<file path="src/rtl/branch_cmp_seq_pkg.sv">
// Shared definitions for the multi-cycle branch-condition unit:
// funct3 encodings, FSM state type and result decode helpers.
package branch_pkg;

    localparam logic [2:0] BR_BEQ  = 3'b000;
    localparam logic [2:0] BR_BNE  = 3'b001;
    localparam logic [2:0] BR_BLT  = 3'b100;
    localparam logic [2:0] BR_BGE  = 3'b101;
    localparam logic [2:0] BR_BLTU = 3'b110;
    localparam logic [2:0] BR_BGEU = 3'b111;

    typedef enum logic [1:0] {
        IDLE = 2'd0,
        CMP  = 2'd1,
        DONE = 2'd2
    } state_t;

    // funct3 values 010/011 are not branch encodings
    function automatic logic br_illegal_f(input logic [2:0] op);
        return (op[2:1] == 2'b01);
    endfunction

    function automatic logic br_taken_f(input logic [2:0] op, input logic eq, input logic lt);
        logic taken;
        taken = 1'b0;
        case (op)
            BR_BEQ:           taken = eq;
            BR_BNE:           taken = !eq;
            BR_BLT, BR_BLTU:  taken = lt;
            BR_BGE, BR_BGEU:  taken = !lt;
            default:          taken = 1'b0;
        endcase
        return taken;
    endfunction

endpackage

</file>
<file path="src/rtl/branch_cmp_seq_if.sv">
// Request/result handshake bundle between register-read, the branch unit and PC-select.
interface branch_cmp_seq_if #(
    parameter int unsigned XLEN = 32
);
    logic            flush;
    logic            in_valid;
    logic            in_ready;
    logic [XLEN-1:0] data_a;
    logic [XLEN-1:0] data_b;
    logic [2:0]      br_op;
    logic            out_valid;
    logic            out_ready;
    logic            br_taken;
    logic            br_eq;
    logic            br_lt;
    logic            illegal_op;

    modport slave (
        input  flush, in_valid, data_a, data_b, br_op, out_ready,
        output in_ready, out_valid, br_taken, br_eq, br_lt, illegal_op
    );

    modport master (
        output flush, in_valid, data_a, data_b, br_op, out_ready,
        input  in_ready, out_valid, br_taken, br_eq, br_lt, illegal_op
    );
endinterface

</file>
<file path="src/rtl/branch_cmp_seq_cmp_chunk.sv">
// Combinational unsigned compare of one W-bit operand slice.
module cmp_chunk #(
    parameter int unsigned W = 8
) (
    input  logic [W-1:0] i_a,
    input  logic [W-1:0] i_b,
    output logic         o_eq_c,
    output logic         o_lt_c
);
    assign o_eq_c = (i_a == i_b);
    assign o_lt_c = (i_a <  i_b);
endmodule

</file>
<file path="src/rtl/branch_cmp_seq.sv">
// Multi-cycle branch-condition unit: compares operands MSB-first, CHUNK bits per
// cycle, with optional early exit on the first differing slice.
module branch_cmp_seq
    import branch_pkg::*;
#(
    parameter int unsigned XLEN       = 32,
    parameter int unsigned CHUNK      = 8,
    parameter bit          EARLY_EXIT = 1'b1
) (
    input  logic              clk,
    input  logic              rst_n,
    branch_cmp_seq_if.slave   bus
);
    localparam int unsigned    NCHUNK    = XLEN / CHUNK;
    localparam int unsigned    IW        = (NCHUNK > 1) ? $clog2(NCHUNK) : 1;
    localparam logic [XLEN-1:0] SIGN_MASK = {1'b1, {(XLEN-1){1'b0}}};

    if (XLEN % CHUNK != 0) begin : g_bad_chunk
        $error("branch_cmp_seq: XLEN must be a multiple of CHUNK");
    end

    state_t          r_state;
    logic [XLEN-1:0] r_a;
    logic [XLEN-1:0] r_b;
    logic [2:0]      r_op;
    logic [IW-1:0]   r_idx;
    logic            r_illegal_pend;
    logic            r_differ;
    logic            r_lt_first;
    logic            r_out_valid;
    logic            r_taken;
    logic            r_eq;
    logic            r_lt;
    logic            r_illegal;

    logic [CHUNK-1:0] w_a_chunk;
    logic [CHUNK-1:0] w_b_chunk;
    logic             w_ch_eq;
    logic             w_ch_lt;
    logic             w_exit;
    logic             w_fin_eq;
    logic             w_fin_lt;

    assign w_a_chunk = CHUNK'(r_a >> (32'(r_idx) * CHUNK));
    assign w_b_chunk = CHUNK'(r_b >> (32'(r_idx) * CHUNK));

    cmp_chunk #(.W(CHUNK)) u_cmp_chunk (
        .i_a    (w_a_chunk),
        .i_b    (w_b_chunk),
        .o_eq_c (w_ch_eq),
        .o_lt_c (w_ch_lt)
    );

    // A difference recorded in an earlier slice overrides anything seen later
    assign w_exit   = (!w_ch_eq && EARLY_EXIT) || (r_idx == '0);
    assign w_fin_eq = !r_differ && w_ch_eq;
    assign w_fin_lt = r_differ ? r_lt_first : w_ch_lt;

    always_ff @(posedge clk or negedge rst_n) begin
        if (!rst_n) begin
            r_state        <= IDLE;
            r_a            <= '0;
            r_b            <= '0;
            r_op           <= '0;
            r_idx          <= '0;
            r_illegal_pend <= 1'b0;
            r_differ       <= 1'b0;
            r_lt_first     <= 1'b0;
            r_out_valid    <= 1'b0;
            r_taken        <= 1'b0;
            r_eq           <= 1'b0;
            r_lt           <= 1'b0;
            r_illegal      <= 1'b0;
        end else if (bus.flush) begin
            r_state     <= IDLE;
            r_differ    <= 1'b0;
            r_out_valid <= 1'b0;
            r_taken     <= 1'b0;
            r_eq        <= 1'b0;
            r_lt        <= 1'b0;
            r_illegal   <= 1'b0;
        end else begin
            case (r_state)
                IDLE: begin
                    if (bus.in_valid) begin
                        // Flipping the sign bit maps signed order onto unsigned order
                        r_a            <= bus.data_a ^ (bus.br_op[1] ? '0 : SIGN_MASK);
                        r_b            <= bus.data_b ^ (bus.br_op[1] ? '0 : SIGN_MASK);
                        r_op           <= bus.br_op;
                        r_idx          <= IW'(NCHUNK - 1);
                        r_illegal_pend <= br_illegal_f(bus.br_op);
                        r_differ       <= 1'b0;
                        r_lt_first     <= 1'b0;
                        r_state        <= CMP;
                    end
                end
                CMP: begin
                    // Illegal ops take one slot so every result appears one edge after accept or later
                    if (r_illegal_pend) begin
                        r_illegal   <= 1'b1;
                        r_taken     <= 1'b0;
                        r_eq        <= 1'b0;
                        r_lt        <= 1'b0;
                        r_out_valid <= 1'b1;
                        r_state     <= DONE;
                    end else if (w_exit) begin
                        r_eq        <= w_fin_eq;
                        r_lt        <= w_fin_lt;
                        r_taken     <= br_taken_f(r_op, w_fin_eq, w_fin_lt);
                        r_out_valid <= 1'b1;
                        r_state     <= DONE;
                    end else begin
                        if (!w_ch_eq && !r_differ) begin
                            r_differ   <= 1'b1;
                            r_lt_first <= w_ch_lt;
                        end
                        r_idx <= r_idx - IW'(1);
                    end
                end
                DONE: begin
                    if (bus.out_ready) begin
                        r_out_valid <= 1'b0;
                        r_taken     <= 1'b0;
                        r_eq        <= 1'b0;
                        r_lt        <= 1'b0;
                        r_illegal   <= 1'b0;
                        r_state     <= IDLE;
                    end
                end
                default: r_state <= IDLE;
            endcase
        end
    end

    assign bus.in_ready   = (r_state == IDLE) && !bus.flush;
    assign bus.out_valid  = r_out_valid;
    assign bus.br_taken   = r_taken;
    assign bus.br_eq      = r_eq;
    assign bus.br_lt      = r_lt;
    assign bus.illegal_op = r_illegal;

endmodule

</file>
<file path="src/flat_wrapper.sv">
// flat-port wrapper written by rule: the top's interface ports become plain ports
module branch_cmp_seq_flat import branch_pkg::*;
#(
    parameter int unsigned XLEN       = 32,
    parameter int unsigned CHUNK      = 8,
    parameter bit          EARLY_EXIT = 1'b1
)
  (clk, rst_n, bus_flush, bus_in_valid, bus_data_a, bus_data_b, bus_br_op, bus_out_ready, bus_in_ready, bus_out_valid, bus_br_taken, bus_br_eq, bus_br_lt, bus_illegal_op);
  branch_cmp_seq_if #(.XLEN(XLEN)) bus_i ();
  input  logic clk;
  input  logic rst_n;
  input wire logic [$bits(bus_i.flush)-1:0] bus_flush;
  input wire logic [$bits(bus_i.in_valid)-1:0] bus_in_valid;
  input wire logic [$bits(bus_i.data_a)-1:0] bus_data_a;
  input wire logic [$bits(bus_i.data_b)-1:0] bus_data_b;
  input wire logic [$bits(bus_i.br_op)-1:0] bus_br_op;
  input wire logic [$bits(bus_i.out_ready)-1:0] bus_out_ready;
  output wire logic [$bits(bus_i.in_ready)-1:0] bus_in_ready;
  output wire logic [$bits(bus_i.out_valid)-1:0] bus_out_valid;
  output wire logic [$bits(bus_i.br_taken)-1:0] bus_br_taken;
  output wire logic [$bits(bus_i.br_eq)-1:0] bus_br_eq;
  output wire logic [$bits(bus_i.br_lt)-1:0] bus_br_lt;
  output wire logic [$bits(bus_i.illegal_op)-1:0] bus_illegal_op;
  assign bus_i.flush = bus_flush;
  assign bus_i.in_valid = bus_in_valid;
  assign bus_i.data_a = bus_data_a;
  assign bus_i.data_b = bus_data_b;
  assign bus_i.br_op = bus_br_op;
  assign bus_i.out_ready = bus_out_ready;
  assign bus_in_ready = bus_i.in_ready;
  assign bus_out_valid = bus_i.out_valid;
  assign bus_br_taken = bus_i.br_taken;
  assign bus_br_eq = bus_i.br_eq;
  assign bus_br_lt = bus_i.br_lt;
  assign bus_illegal_op = bus_i.illegal_op;
  branch_cmp_seq #(.XLEN(XLEN), .CHUNK(CHUNK), .EARLY_EXIT(EARLY_EXIT)) u_core (.clk(clk), .rst_n(rst_n), .bus(bus_i));
endmodule
</file>
<file path="config.mk">
export PLATFORM = sky130hd
export DESIGN_NAME = branch_cmp_seq_flat
export DESIGN_NICKNAME = d
export VERILOG_FILES = /design/src/rtl/branch_cmp_seq_pkg.sv /design/src/rtl/branch_cmp_seq_if.sv /design/src/rtl/branch_cmp_seq_cmp_chunk.sv /design/src/rtl/branch_cmp_seq.sv /design/src/flat_wrapper.sv
export SDC_FILE = /design/constraint.sdc
export NUM_CORES = 1
export LEC_CHECK = 0
export BUFFER_PORTS_ARGS = -buffer_cell sky130_fd_sc_hd__buf_2
export CORE_ASPECT_RATIO = 0.8
export CORE_UTILIZATION = 49
export CTS_CLUSTER_SIZE = 24
export DETAILED_ROUTE_END_ITERATION = 10
export PLACE_DENSITY = 0.76
export SLEW_MARGIN = 30
export SYNTH_ARGS = -nofsm -noshare
export SYNTH_HDL_FRONTEND = slang
export SYNTH_SLANG_ARGS = --single-unit
export TNS_END_PERCENT = 20
</file>
<file path="constraint.sdc">
create_clock -name clk -period 3 [get_ports clk]
set_input_delay 0.6 -clock clk [delete_from_list [all_inputs] [get_ports clk]]
set_output_delay 0.6 -clock clk [all_outputs]
set_load 0.005 [all_outputs]
</file>
After elaboration in Yosys (flattened, before gate mapping). Cells that the tools add are included.

Bits in registers: 79. Input port bits: 72. Output and inout bits: 6. Logic and storage cells: 107.

$add $sub $neg: 1. Magnitude comparators: 1. Equal/unequal tests: 20. Shifts and indexed selects: 2. Mux-type cells: 43. Bitwise operators: 3. Reductions and logical operators: 24.

Operators with widths (count): >> shifter 32 x 5 -> 8 bit (2); XOR 32 bit (2); two-way mux 32 bit (1); two-way mux 1 bit (24); two-way mux 2 bit (8); case mux 1 bit (2 select lines) (7); == test 3 bit (second input constant) (4); != test 3 bit (second input constant) (4); AND reduction 3 bit (4); AND reduction 5 bit (2); == test 8 bit (1); less-than comparator 8 bit (1); != test 2 bit (second input constant) (3); != test 3 x 2 -> 1 bit (second input constant) (2); case mux 2 bit (3 select lines) (1); AND reduction 6 bit (1); nonzero test 3 bit (2); zero test 1 bit (5); == test 2 x 1 -> 1 bit (second input constant) (2); zero test 2 bit (2); != test 4 x 2 -> 1 bit (second input constant) (1); case mux 1 bit (4 select lines) (1); case mux 2 bit (2 select lines) (1); OR reduction 2 bit (2); 9 further kinds (11).

Longest topological paths before layout.
Depth in word-level cells: 9. Mapped depth: 10. Depth with buffers taken out: 8.

Hierarchy. Synthesis repeated with hierarchy kept, for this count alone.

Cell total of the unflattened synthesis: 391. Area total of the unflattened synthesis: 3719.8 um^2.

Modules (own cells, without submodules): branch_cmp_seq (times used 1, cells an instance 364, area each 3517.1 um^2, seq. area each 1976.9 um^2); cmp_chunk (times used 1, cells an instance 27, area each 202.7 um^2, seq. area each 0.0 um^2).

Worst setup path before layout. OpenSTA, ideal clock, no wires.

Path kind: flip-flop to flip-flop. Start: register u_core.r_idx[0]. End: register u_core.r_taken, in the netlist u_core.bus.br_taken. Library setup time: 0.064 ns. Arrival: 3.041 ns. Required time: 2.936 ns. Path slack: -0.104 ns. Cell stages (with the launch flop): 11. Buffers on the path: 3. Period minus slack after synthesis: 3.104 ns. Cells stage by stage: dfrtp_1 buf_2 buf_2 mux4_2 ha_1 nand4_1 or3_1 buf_2 or4b_1 a31oi_1 a221o_2.

Cells in the longest elaborated chain, start to end: 9. Elaborated cells on any way between the ends: 18. Those cells by class: order compare: 1; eq/ne: 2; shift: 2; mux: 6; reduce/logical: 7.

RTL lines: start, declared (RTL line branch_cmp_seq.sv:26) `logic [IW-1:0] r_idx;`; start signal, assigned (RTL line branch_cmp_seq.sv:90) `r_idx <= IW'(NCHUNK - 1);`; start signal, assigned (RTL line branch_cmp_seq.sv:117) `r_idx <= r_idx - IW'(1);`; >> shifter 32 x 5 -> 8 bit (on tied branches) (RTL line branch_cmp_seq.sv:44, branch_cmp_seq.sv:45); less-than comparator 8 bit or == test 8 bit (tied branches) (RTL line branch_cmp_seq_cmp_chunk.sv:11, branch_cmp_seq_cmp_chunk.sv:10); two-way mux 1 bit or logical AND 1 bit (tied branches) (RTL line branch_cmp_seq.sv:57, branch_cmp_seq.sv:56); zero test 1 bit (on tied branches) (RTL line branch_cmp_seq_pkg.sv:30, branch_cmp_seq_pkg.sv:28); case mux 1 bit (4 select lines) (RTL line branch_cmp_seq_pkg.sv:26) `case (op)`; two-way mux 1 bit (RTL line branch_cmp_seq.sv:106) `end else if (w_exit) begin`; two-way mux 1 bit (RTL line branch_cmp_seq.sv:99) `if (r_illegal_pend) begin`; case mux 1 bit (2 select lines) (RTL line branch_cmp_seq.sv:83) `case (r_state)`; two-way mux 1 bit (RTL line branch_cmp_seq.sv:74) `end else if (bus.flush) begin`; end signal, assigned (RTL line branch_cmp_seq.sv:109) `r_taken <= br_taken_f(r_op, w_fin_eq, w_fin_lt);`; end, declared (RTL line branch_cmp_seq.sv:31) `logic r_taken;`.

Parallel ways exist; a longest one is shown, timed or not. The select of a mux whose other input is x is not followed. A chain may end at the register's enable or synchronous reset.

Worst setup path in the final report. Ends and elaborated chain as after synthesis.

==> metrics.txt <==
VDD IR max approximately 0.33 mV; Hold Vio Cnt, Final 0; compound-gate portion of the synthesized area ~3.3%; top cells by area, synth dfrtp_1 54%, mux2_2 19%, mux4_2 9.8%; via count between 2000 and 2500; router iterations before antenna repair 4; DRC 0; crit path kind flop to flop; total track usage between 15 and 20%; clock buffer depth 2; Clk Latency, worst-skew pair 350 ps; Finished Core Util between 60% and 70%; PortBufs 77; htree depth 3; vias in the first global route about 2500; crit path from u_core.r_idx[0]; r2r startpoint u_core.r_idx[0]; critical path, cell by cell buf_6 -> mux4_2 -> ha_1 -> nand4_1 -> or3_4 -> or4b_1 -> a31oi_1 -> a221o_2; ys flop type dfrtp_1; CP Capture Type flop; mux contribution to synthesized area 30.4%; total negative slack 0 ps; Post-Syn Area around 3700 um^2; status complete, no violations; drt wl/cell 15.9 um; largest net degree at the start of global routing 47; total CTS buffers 9; post-layout min period between 2000 and 3000 ps; Fillers 563; max frequency ~350 MHz; Chip Height 79.4 um; crit-path max FO 8; Startpoint Class flop; area growth from synthesis to layout 19.1%; die footprint between 7000 and 8000 um^2; Core Region around 7100 um^2; Worst-Margin Slew a little under 600 ps; worst path required time 3290 ps; largest area contributor in the netlist dfrtp_1; pwr dens between 600 and 700 nW/um^2; Via density 5.41; EDFF count, synth 0; Worst Path Arrival around 3200 ps; XOR/XNOR Fraction of Synth Area less than 1%; Hold WC Path Type input pin to asynchronous set/reset pin; Hold Buf Count CTS 0; Final period util 95.4%; Final Max Slew Viols 0; I/O Pins 78; sequential share of the synthesized area 53.9%; synth warn 0; fraction of layout cells with a size suffix above 1 a little over half; total power approximately 2600 uW; Buf/Inv on CP 1; total global routing overflow 0; initial core utilization 52.0%; CP max-delay cell mux4_2; FFs w/ async S/R, synth 100%; Post-Syn Nets between 300 and 400; Yosys reg bits between 70 and 80; CTS sink count roughly 80; share of the synthesized area in the top cell type a little over half; max_cap viols 0; largest family of logic cells by synthesized area multiplexers; Layout Skew roughly 10 ps; minimum hold slack between 200 and 300 ps; GP Congestion 0.815; CTS tree built; Detail Route Antenna Nets 0; Setup-failing EPs final 0; Post-Synth Adder-Cell Area ~3.1%; Cells after Synth around 260; Avg Cell Area, Syn between 10 and 15 um^2; Antenna Cells 0; routed wire length roughly 7000 um; kind of cell adding the most delay to the critical path simple AND/OR/NAND/NOR gates; number of DRC markers in iteration 0 66; estimated wirelength of the detail-placed design between 5000 and 6000 um; number of library cell types mapped by synthesis 37; leak pwr 0.00203 uW; # rows 27; first-pass GRT wire length ~12000 um; Layout Nets 418; Die X-Extent between 90 and 100 um; simple-gate share of the synthesized area 5.79%; Clock transition at path regs around 80 ps; Slew HR 60.6%; CTS root buf clkbuf_8; initial antenna violation count 0; slowest cell delay on critical path 510 ps
[repair_timing]
item	4_1_cts	5_1_grt
setup endpoints to repair	0	1
resized for setup	0	3
buffers inserted	0	0
[stage by stage]
step           setup WS, ps  std cells  cell area [um^2]
2_1_floorplan          66.0        255              3680
3_3_place_gp            182        412              4180
3_5_place_dp           76.7        413              4200
4_1_cts                44.1        428              4360
5_1_grt               -18.8        428              4370
6_report                139        428              4370
[registers in the layout, summed over array words and instances (netlist names), 2 cells and up]
signal          flops
u_core.r_a         32
u_core.r_b         32
u_core.r_op         3
u_core.r_idx        2
u_core.r_state      2
[report_power, final]
group | total, uW | switching (uW) | internal (uW)
clock | 659 | 367 | 292
sequential | 1380 | 115 | 1270
combinational | 583 | 226 | 357
total | 2630 | 708 | 1920
[worst register-to-register path, cell delays in order (launching register included)]
cell and delay [ps]:
dfrtp_1 420, buf_6 180, mux4_2 520, ha_1 310, nand4_1 160, or3_4 450
or4b_1 470, a31oi_1 180, a221o_2 120
[per-layer routing]
metal	part of all wire, %	wire (um)	track usage, %
met1	46	3110	26.7
met2	48	3300	31.5
met3	5.3	360	6.13
met4	0.69	47	4.03
met5	0	0	0
[worst paths after layout]
path	cells after the start	slack, ps	endpoint
setup / recovery	8	140	u_core.bus.br_taken
hold / removal	1	260	u_core.r_a[7]
max in group asynchronous	2	2160	u_core.r_b[17]
min in group clk	2	460	u_core.r_a[8]
hold reg to reg	1	490	u_core.bus.br_eq
setup reg to reg	8	140	u_core.bus.br_taken
[layout by cell type (no fill, tap or decap), types with 2 or more instances in the layout]
cell type	synthesis	routed
nand2_1	5	5
clkbuf_8	0	9
dfrtp_1	79	79
xnor2_1	2	2
clkinv_2	0	3
nand3b_1	2	2
buf_2	9	76
o21ai_0	2	2
inv_1	11	11
mux2_1	6	6
mux2_2	61	61
mux4_2	16	16
nand3_1	2	2
nor2b_1	3	3
ha_1	9	9
buf_12	0	2
nor3_1	4	4
a21o_1	2	2
nand2b_1	2	2
nor2_1	8	8
a21oi_1	8	8
buf_4	0	6
clkinvlp_4	0	2
nor3b_1	2	2
[cells by family after synthesis]
logic type | count (synthesis)
xor+xnor | 3
mux | 83
fa+ha+maj | 9
compound gates | 19
buf+inv | 25
simple gates | 37
flops | 79
[area by class of cell]
| class | instances | area, um^2 | share of cell area [%] |
|---|---|---|---|
| Sequential cell | 79 | 1980 | 45.2 |
| Inverter | 11 | 41.3 | 0.944 |
| Multi-Input combinational cell | 151 | 1610 | 36.7 |
| Clock buffer | 9 | 124 | 2.83 |
| Timing Repair Buffer | 85 | 477 | 10.9 |
| Tap cell | 87 | 109 | 2.49 |
| Clock inverter | 6 | 38.8 | 0.887 |
[synth_stat cells, types with 2 or more instances]
library cell / number
mux4_2: 16
nor2_1: 8
nand2_1: 5
inv_1: 11
or3_1: 2
nor3b_1: 2
nor2b_1: 3
dfrtp_1: 79
nor3_1: 4
a21oi_1: 8
buf_2: 9
mux2_1: 6
nand3b_1: 2
o21ai_0: 2
a21o_1: 2
ha_1: 9
mux2_2: 61
nand2b_1: 2
nand3_1: 2
xnor2_1: 2
clkbuf_1: 4
(Power assumes the default switching activity.)
